`config.mk`:
```
export PLATFORM = sky130hd
export DESIGN_NAME = regfile_mp_flat
export DESIGN_NICKNAME = d
export VERILOG_FILES = /design/src/rtl/regfile_pkg.sv /design/src/rtl/regfile_mp_if.sv /design/src/rtl/regfile_sb.sv /design/src/rtl/regfile_mp.sv /design/src/flat_wrapper.sv
export SDC_FILE = /design/constraint.sdc
export NUM_CORES = 2
export LEC_CHECK = 0
export BUFFER_PORTS_ARGS = -buffer_cell sky130_fd_sc_hd__buf_2
export CELL_PAD_IN_SITES_DETAIL_PLACEMENT = 1
export CELL_PAD_IN_SITES_GLOBAL_PLACEMENT = 2
export CORE_AREA = 2 2 396 398
export DETAILED_ROUTE_END_ITERATION = 16
export DIE_AREA = 0 0 398 400
export PLACE_DENSITY_LB_ADDON = 0.25
export SLEW_MARGIN = 25
export SYNTH_ARGS = -nofsm -noshare
export SYNTH_HDL_FRONTEND = slang
export SYNTH_SLANG_ARGS = --single-unit
```
`constraint.sdc`:
```
create_clock -name clk -period 13.8 [get_ports clk]
set_input_delay 2.76 -clock clk [delete_from_list [all_inputs] [get_ports clk]]
set_output_delay 2.76 -clock clk [all_outputs]
set_load 0.1 [all_outputs]
```
`src/rtl/regfile_pkg.sv`:
```
// regfile_pkg: shared constants and helpers for the multi-port register file.
//   DW_DEF / AW_DEF : default data and address widths
//   REG_ZERO        : index of the hardwired-zero register
//   slice_lo()      : bit offset of element idx in a flat bus of w-bit elements
package regfile_pkg;

    localparam int DW_DEF   = 32;
    localparam int AW_DEF   = 5;
    localparam int REG_ZERO = 0;

    function automatic int slice_lo(input int idx, input int w);
        return idx * w;
    endfunction

endpackage

```
`src/rtl/regfile_mp_if.sv`:
```
// regfile_mp_if: ID/WB-side bus of the multi-port register file.
//   ra/rd/rbusy          : NR read ports (address, data, busy of addressed reg)
//   we/wn/d              : NW write ports (enable, address, data)
//   set_en/set_rn        : issue-time busy mark
//   busy_cnt/wr_conflict : registered status
// master = pipeline side, slave = register file.
interface regfile_mp_if
    import regfile_pkg::*;
#(
    parameter int DW = DW_DEF,
    parameter int AW = AW_DEF,
    parameter int NR = 2,
    parameter int NW = 2
);

    logic [NR*AW-1:0] ra;
    logic [NR*DW-1:0] rd;
    logic [NR-1:0]    rbusy;
    logic [NW-1:0]    we;
    logic [NW*AW-1:0] wn;
    logic [NW*DW-1:0] d;
    logic             set_en;
    logic [AW-1:0]    set_rn;
    logic [AW:0]      busy_cnt;
    logic             wr_conflict;

    modport master (
        output ra, we, wn, d, set_en, set_rn,
        input  rd, rbusy, busy_cnt, wr_conflict
    );

    modport slave (
        input  ra, we, wn, d, set_en, set_rn,
        output rd, rbusy, busy_cnt, wr_conflict
    );

endinterface

```
`src/rtl/regfile_sb.sv`:
```
// regfile_sb: per-register busy scoreboard.
//   clk, clrn : clock, async active-low reset
//   weff      : effective write strobes (zero-register writes already removed)
//   wn        : write addresses, flat NW*AW
//   set_en/set_rn : mark a register busy at issue
//   ra        : read addresses, flat NR*AW
//   rbusy     : busy bit seen by each read port
//   busy_cnt  : registered count of busy registers
module regfile_sb
    import regfile_pkg::*;
#(
    parameter int AW       = AW_DEF,
    parameter int NR       = 2,
    parameter int NW       = 2,
    parameter bit ZERO_REG = 1'b1,
    parameter bit BYPASS   = 1'b1
) (
    input  logic             clk,
    input  logic             clrn,
    input  logic [NW-1:0]    weff,
    input  logic [NW*AW-1:0] wn,
    input  logic             set_en,
    input  logic [AW-1:0]    set_rn,
    input  logic [NR*AW-1:0] ra,
    output logic [NR-1:0]    rbusy,
    output logic [AW:0]      busy_cnt
);

    localparam int DEPTH = 2**AW;

    logic [DEPTH-1:0] busy;
    logic [DEPTH-1:0] busy_nxt;
    logic [AW:0]      cnt_nxt;
    logic             set_eff;

    assign set_eff = set_en && !(ZERO_REG && set_rn == AW'(REG_ZERO));

    // Clears first, set last: a new producer issued in the same cycle as the
    // old one retires keeps the register busy.
    always_comb begin
        busy_nxt = busy;
        for (int j = 0; j < NW; j++) begin
            if (weff[j]) busy_nxt[wn[slice_lo(j, AW) +: AW]] = 1'b0;
        end
        if (set_eff) busy_nxt[set_rn] = 1'b1;
    end

    always_comb begin
        cnt_nxt = '0;
        for (int k = 0; k < DEPTH; k++) begin
            cnt_nxt = cnt_nxt + (AW+1)'(busy_nxt[k]);
        end
    end

    always_ff @(posedge clk or negedge clrn) begin
        if (!clrn) begin
            busy     <= '0;
            busy_cnt <= '0;
        end else begin
            busy     <= busy_nxt;
            busy_cnt <= cnt_nxt;
        end
    end

    // A retiring write in the same cycle hides the busy bit when bypassing,
    // since the reader also gets the bypassed data. Same-cycle sets are not
    // visible until the register updates.
    always_comb begin
        logic [AW-1:0] a;
        logic          hit;
        rbusy = '0;
        a     = '0;
        hit   = 1'b0;
        for (int i = 0; i < NR; i++) begin
            a   = ra[slice_lo(i, AW) +: AW];
            hit = 1'b0;
            for (int j = 0; j < NW; j++) begin
                if (weff[j] && wn[slice_lo(j, AW) +: AW] == a) hit = 1'b1;
            end
            rbusy[i] = busy[a] && !(BYPASS && hit)
                       && !(ZERO_REG && a == AW'(REG_ZERO));
        end
    end

endmodule

```
`src/rtl/regfile_mp.sv`:
```
// regfile_mp: parametrised multi-port register file with bypass, busy
// scoreboard and write-conflict flag.
//   clk  : clock, rising edge
//   clrn : async active-low reset
//   bus  : regfile_mp_if.slave (read ports, write ports, busy set, status)
module regfile_mp
    import regfile_pkg::*;
#(
    parameter int DW       = DW_DEF,
    parameter int AW       = AW_DEF,
    parameter int NR       = 2,
    parameter int NW       = 2,
    parameter bit ZERO_REG = 1'b1,
    parameter bit BYPASS   = 1'b1
) (
    input  logic        clk,
    input  logic        clrn,
    regfile_mp_if.slave bus
);

    localparam int DEPTH = 2**AW;

    // Flat packed storage: register k lives at bits [k*DW +: DW].
    logic [DEPTH*DW-1:0] mem;
    logic [NW-1:0]       weff;
    logic                conflict;
    logic                wr_conflict_q;
    logic [NR*DW-1:0]    rd_v;

    always_comb begin
        weff = '0;
        for (int j = 0; j < NW; j++) begin
            weff[j] = bus.we[j]
                      && !(ZERO_REG && bus.wn[slice_lo(j, AW) +: AW] == AW'(REG_ZERO));
        end
    end

    always_comb begin
        conflict = 1'b0;
        for (int j = 0; j < NW; j++) begin
            for (int k = j + 1; k < NW; k++) begin
                if (weff[j] && weff[k]
                    && bus.wn[slice_lo(j, AW) +: AW] == bus.wn[slice_lo(k, AW) +: AW])
                    conflict = 1'b1;
            end
        end
    end

    // Ascending port order: the last non-blocking assignment wins, so the
    // highest-index write port takes priority on a collision.
    always_ff @(posedge clk or negedge clrn) begin
        if (!clrn) begin
            mem <= '0;
        end else begin
            for (int j = 0; j < NW; j++) begin
                if (weff[j])
                    mem[slice_lo(int'(bus.wn[slice_lo(j, AW) +: AW]), DW) +: DW]
                        <= bus.d[slice_lo(j, DW) +: DW];
            end
        end
    end

    always_ff @(posedge clk or negedge clrn) begin
        if (!clrn) wr_conflict_q <= 1'b0;
        else       wr_conflict_q <= conflict;
    end

    assign bus.wr_conflict = wr_conflict_q;

    always_comb begin
        logic [AW-1:0] a;
        logic [DW-1:0] v;
        rd_v = '0;
        a    = '0;
        v    = '0;
        for (int i = 0; i < NR; i++) begin
            a = bus.ra[slice_lo(i, AW) +: AW];
            v = mem[slice_lo(int'(a), DW) +: DW];
            if (BYPASS) begin
                for (int j = 0; j < NW; j++) begin
                    if (weff[j] && bus.wn[slice_lo(j, AW) +: AW] == a)
                        v = bus.d[slice_lo(j, DW) +: DW];
                end
            end
            if (ZERO_REG && a == AW'(REG_ZERO)) v = '0;
            rd_v[slice_lo(i, DW) +: DW] = v;
        end
    end

    assign bus.rd = rd_v;

    regfile_sb #(
        .AW       (AW),
        .NR       (NR),
        .NW       (NW),
        .ZERO_REG (ZERO_REG),
        .BYPASS   (BYPASS)
    ) u_sb (
        .clk      (clk),
        .clrn     (clrn),
        .weff     (weff),
        .wn       (bus.wn),
        .set_en   (bus.set_en),
        .set_rn   (bus.set_rn),
        .ra       (bus.ra),
        .rbusy    (bus.rbusy),
        .busy_cnt (bus.busy_cnt)
    );

endmodule

```
`src/flat_wrapper.sv`:
```
// flat-port wrapper written by rule: the top's interface ports become plain ports
module regfile_mp_flat import regfile_pkg::*;
#(
    parameter int DW       = DW_DEF,
    parameter int AW       = AW_DEF,
    parameter int NR       = 2,
    parameter int NW       = 2,
    parameter bit ZERO_REG = 1'b1,
    parameter bit BYPASS   = 1'b1
)
  (clk, clrn, bus_ra, bus_we, bus_wn, bus_d, bus_set_en, bus_set_rn, bus_rd, bus_rbusy, bus_busy_cnt, bus_wr_conflict);
  regfile_mp_if #(.DW(DW), .AW(AW), .NR(NR), .NW(NW)) bus_i ();
  input  logic clk;
  input  logic clrn;
  input wire logic [$bits(bus_i.ra)-1:0] bus_ra;
  input wire logic [$bits(bus_i.we)-1:0] bus_we;
  input wire logic [$bits(bus_i.wn)-1:0] bus_wn;
  input wire logic [$bits(bus_i.d)-1:0] bus_d;
  input wire logic [$bits(bus_i.set_en)-1:0] bus_set_en;
  input wire logic [$bits(bus_i.set_rn)-1:0] bus_set_rn;
  output wire logic [$bits(bus_i.rd)-1:0] bus_rd;
  output wire logic [$bits(bus_i.rbusy)-1:0] bus_rbusy;
  output wire logic [$bits(bus_i.busy_cnt)-1:0] bus_busy_cnt;
  output wire logic [$bits(bus_i.wr_conflict)-1:0] bus_wr_conflict;
  assign bus_i.ra = bus_ra;
  assign bus_i.we = bus_we;
  assign bus_i.wn = bus_wn;
  assign bus_i.d = bus_d;
  assign bus_i.set_en = bus_set_en;
  assign bus_i.set_rn = bus_set_rn;
  assign bus_rd = bus_i.rd;
  assign bus_rbusy = bus_i.rbusy;
  assign bus_busy_cnt = bus_i.busy_cnt;
  assign bus_wr_conflict = bus_i.wr_conflict;
  regfile_mp #(.DW(DW), .AW(AW), .NR(NR), .NW(NW), .ZERO_REG(ZERO_REG), .BYPASS(BYPASS)) u_core (.clk(clk), .clrn(clrn), .bus(bus_i));
endmodule
```
Yosys cells after proc, flatten, opt, wreduce, memory -nomap -nowiden:

Cells that the tools add are included.

* $add $sub $neg: 33
* multipliers: 0
* divide/modulo/power cells: 0
* magnitude comparators: 8
* equality and inequality tests: 5
* shift operators: 6
* muxes and demuxes: 28
* bitwise gates (word level): 5
* reductions and logical operators: 28

Operators with widths (number)
* 1024-bit bitwise mux: 2
* 1024-bit two-way mux: 2
* 32-bit by 33-bit variable shift with 1024-bit output (first input constant): 2
* 1024-bit by 11-bit variable part select with 32-bit output: 2
* 32-bit by 33-bit variable part select with 1024-bit output: 2
* 32-bit two-way mux: 9
* 6-bit by 1-bit adder with 6-bit output: 26
* 10-bit negator with 33-bit output: 2
* 32-bit bitwise AND: 2
* 32-bit NOT: 2
* 32-bit bitwise OR: 1
* 5-bit by 6-bit < comparator with 1-bit output (second input constant): 5
* 5-bit equality test: 5
* 5-bit zero test: 5
* 1-bit logical AND: 16
* 1-bit demux with 5-bit select: 3
* 5-bit by 1-bit >= comparator with 1-bit output (second input constant): 3
* 1-bit binary-select mux with 5-bit select: 2
* 1-bit two-way mux: 10
* 1-bit zero test: 7
* 5-bit by 1-bit adder with 6-bit output: 1
* 4-bit by 1-bit adder with 5-bit output: 1
* 3-bit by 1-bit adder with 4-bit output: 1
* 2-bit by 1-bit adder with 3-bit output: 1
* 1-bit by 1-bit adder with 2-bit output: 1

* register bits after elaboration: 1063
* bits in latches: 0
* RAM bits: 0
* bits in read-only memories: 0
* input bits: 94
* output and inout port bits: 73
* word-level logic and storage cells: 117
* memories kept: 0

Longest topological paths before layout:

* depth in word-level cells: 42
* depth in mapped cells: 30
* mapped depth without buffers: 26

Modules after synthesis:

Synthesis repeated with hierarchy kept, for this count alone.

* cell total of the unflattened synthesis: 8664
* area total of the unflattened synthesis: 72173.0 um^2

Modules (own cells, without submodules)
* regfile_mp: instances 1, cells an instance 8303, area each 68647.1 um^2, seq. area each 25649.6 um^2
* regfile_sb: instances 1, cells an instance 361, area each 3525.9 um^2, seq. area each 950.9 um^2

Worst setup path before layout:

OpenSTA, ideal clock, no wires.

* path kind: input to output
* from: input bus_wn[5]
* to: output bus_rd[30]
* arrival time: 7.162 ns
* required time: 11.040 ns
* slack: 3.878 ns
* stages: 14
* path buffers: 4
* path through: buf_2 -> inv_1 -> ha_1 -> buf_2 -> nor2b_1 -> nor2b_1 -> ha_1 -> nor2b_1 -> clkbuf_1 -> nand2_1 -> o21bai_1 -> clkbuf_1 -> a2111o_1 -> o21ai_0

* word-level cells in the longest chain between the ends: 6
* elaborated cells between the ends (all ways): 7
* those cells by class: 1 x eq/ne; 2 x mux; 4 x reduce/logical

Ends and longest elaborated chain
* start: declaration: line flat_wrapper.sv:17 `input wire logic [$bits(bus_i.wn)-1:0] bus_wn;`
* 5-bit zero test: line regfile_mp.sv:34 `&& !(ZERO_REG && bus.wn[slice_lo(j, AW) +: AW] == AW'(REG_ZERO));`
* 1-bit zero test: line regfile_mp.sv:34
* 1-bit logical AND: line regfile_mp.sv:34
* 1-bit logical AND *: line regfile_mp.sv:81 `if (weff[j] && bus.wn[slice_lo(j, AW) +: AW] == a)`
* 32-bit two-way mux *: line regfile_mp.sv:81
* 32-bit two-way mux *: line regfile_mp.sv:85 `if (ZERO_REG && a == AW'(REG_ZERO)) v = '0;`
* end: declaration: line flat_wrapper.sv:21 `output wire logic [$bits(bus_i.rd)-1:0] bus_rd;`

Mark *: on every way between the ends. The rest lies on a longest branch, timed or not.

Worst setup path in the final report:

* from: input bus_wn[5]
* to: output bus_rd[21]

The elaborated chain is that of the path after synthesis.

==> metrics.md <==
| Metric | Value |
|---|---|
| Status | `completed` |
| Max incr delay on CP | `0.81 ns` |
| Total grt overflow | `0` |
| CP Data Required Time | `11.04 ns` |
| Commonest non-fill, non-tap cell in the layout | `mux2i_1` |
| Final min period | `10.52 ns` |
| Critical path depth | `13` |
| Detailed Route WL | `396000 um` |
| Die area | `0.159 sq mm` |
| Remaining antenna violation count | `0` |
| Register area share after synthesis | `0.375` |
| Fin crit share | `0.762` |
| Clock Skew | `0.0143 ns` |
| GRT Overall Usage | `0.490` |
| Critical path arrival | `7.76 ns` |
| Startpoint type of the worst setup path | `input port` |
| Synthesized cell area | `0.0710 sq mm` |
| Hold path cells | `0` |
| RD Place Congestion | `0.943` |
| Die H | `400 um` |
| DP HPWL | `229000 um` |
| Setup TNS | `0 ns` |
| Share of layout cells above drive strength 1 | `0.166` |
| Synth warnings | `0` |
| Worst-path clk slew | `0.06 ns` |
| Crit-path cells | `buf_2 -> inv_1 -> ha_1 -> nor2b_1 -> nor2b_1 -> ha_1 -> nor2b_1 -> buf_4 -> nand2_1 -> nor3_2 -> buf_4 -> a221o_1 -> buf_2` |
| Critical path peak fanout | `26` |
| Initial antenna violation count | `30` |
| Starting Density | `0.458` |
| Slowest CP cell | `nor3_2` |
| Wire per inst | `44.6 um` |
| H-tree depth | `4` |
| Final Hold Fails | `0` |
| Vias in the first global route | `69800` |
| Core area | `0.155 sq mm` |
| Iter 0 DRT Violations | `10800` |
| Setup CP Type | `input port to primary output` |
| PortBufs | `166` |
| First-pass GRT wire length | `546000 um` |
| Post-synth ARST share | `1.00` |
| Clock buffer count from CTS | `135` |
| Library cells used by synthesis | `78` |
| CTS tree | `built` |
| Clock latency on the worst-skew pair | `0.82 ns` |
| Main flop type after synthesis | `dfrtp_1` |
| Relative slew slack | `0.157` |
| Ranking of synthesized cells by area | `dfrtp_1 37%, mux2i_1 16%, mux4_2 13%` |
| Largest net degree at the start of global routing | `148` |
| Max IR drop VDD | `0.592 mV` |
| Hold Buf Count CTS | `0` |
| Post-cts sizing count | `0` |
| Worst-case clock buffer depth | `3` |
| Vias | `69900` |
| Final nets | `6814` |
| Synthesized flop and latch total | `1063` |
| Post-synth net total | `7129` |
| Initial DRT Pass Iterations | `7` |
| CP dominant cell by count | `nor2b_1` |
| Syn avg cell area | `10.2 sq um` |
| Area leader, netlist | `dfrtp_1` |
| Commonest cells after routing, fill and taps aside | `1113 x mux2i_1, 1109 x a21oi_1, 1063 x dfrtp_1` |
| Cell Rows | `145` |
| LEAKAGE | `32.2 nW` |
| DRC Markers | `0` |
| Design Power | `12.1 mW` |
| Unrepaired setup endpoints after global routing | `no` |
| Area growth syn-to-layout | `9.60%` |
| Power Density | `156 mW/mm^2` |
| CP bufs+invs | `5` |
| Worst min-delay path class | `register to register` |
| Max Fclk | `95.1 MHz` |
| Family with the most delay on the worst path | `buffers and inverters` |
| Die Span X | `398 um` |
| CP endpoint kind | `primary output` |
| R2R cell count | `14` |
| Clock Sinks | `1063` |
| Io pins | `167` |
| Slew @ Worst Pin | `1.26 ns` |
| Post-synth top area share | `0.375` |
| Root Driver | `clkbuf_16` |
| Synth Instances | `6991` |
| Max Cap Viol | `0` |
| Final number of max-transition violations | `0` |
| Final setup fails | `0` |
| Post-synth EDFFs | `0` |
| Via density | `7.88` |
| Post-CTS setup buffer count | `0` |
cell type report:
class	count	area, sq um
clock buffer	198	4090
timing repair buffer	384	2690
multi-input combinational	5041	41200
fill	16700	77300
antenna	40	100
clock inverter	33	375
inverter	51	193
sequential	1063	26600
tap	2058	2570
through the flow:
stage / instance area (sq um) / setup WS, ns / utilization / instances / hold WS [ns]
floorplan: 71000 / 3.88 / - / 6991 / 0.441
global placement: 73100 / 3.68 / 0.471 / 8590 / 0.376
detailed placement: 73200 / 3.49 / 0.472 / 8595 / 0.383
CTS: 77700 / 3.52 / 0.501 / 8826 / 0.395
global route: 77800 / 3.30 / 0.501 / 8840 / 0.404
finish: 77800 / 3.28 / 0.502 / 8868 / 0.398
metal layers:
| layer | vias up | share of wire | global-route usage | wire length, um |
|---|---|---|---|---|
| met2 | 6200 | 0.40 | 0.676 | 160000 |
| li1 | 26000 | - | - | - |
| met1 | 35600 | 0.35 | 0.596 | 139000 |
| met4 | 30 | 0.089 | 0.356 | 35000 |
| met3 | 2015 | 0.15 | 0.227 | 60800 |
| met5 | - | 0.0013 | 0.0133 | 513 |
state kept, by name (all words and copies together), names as in the netlist:
| register | cells |
|---|---|
| u_core.mem | 1024 |
| u_core.u_sb.busy_cnt | 6 |
| u_core.u_sb.busy | 32 |
| u_core.bus.wr_conflict | 1 |
kinds of logic after synthesis:
group                      count (synthesis)  share of synthesized area
AOI/OAI and AO/OA                       2058                      0.175
xor gates and xnor gates                  34                    0.00440
adders and majority gates                 44                     0.0103
buffers and inverters                    887                     0.0526
DFF                                     1063                      0.375
muxes                                   1532                      0.287
and+or+nand+nor                         1373                     0.0960
power by group:
part	total [mW]	switching (mW)	internal (mW)	leakage, nW
registers	4.48	0.642	3.84	14.0
clock network	3.73	1.57	2.16	2.22
logic	3.94	2.33	1.62	16.0
synth_stat cells, types with 77 or more instances:
master    number
a22o_1        77
nor3_1       221
mux4_2       403
o221ai_1      96
mux2i_1     1113
nand2_1      274
a211oi_1     225
clkbuf_1     574
nand4_1       78
buf_2        166
o21ai_1      196
nor2_1       365
a21oi_1     1109
nand3_1      218
o22ai_1      113
dfrtp_1     1063
final timing paths:
check | from | endpoint | slack (ns)
max reg2reg | u_core.u_sb.busy[11] | u_core.u_sb.busy_cnt[4] | 8.66
min in group asynchronous | clrn | u_core.u_sb.busy[6] | 1.89
max | bus_wn[5] | bus_rd[21] | 3.28
max in group asynchronous | clrn | u_core.mem[425] | 9.08
min reg2reg | u_core.mem[28] | u_core.mem[28] | 0.40
min | u_core.mem[28] | u_core.mem[28] | 0.40
(Power assumes the default switching activity.)
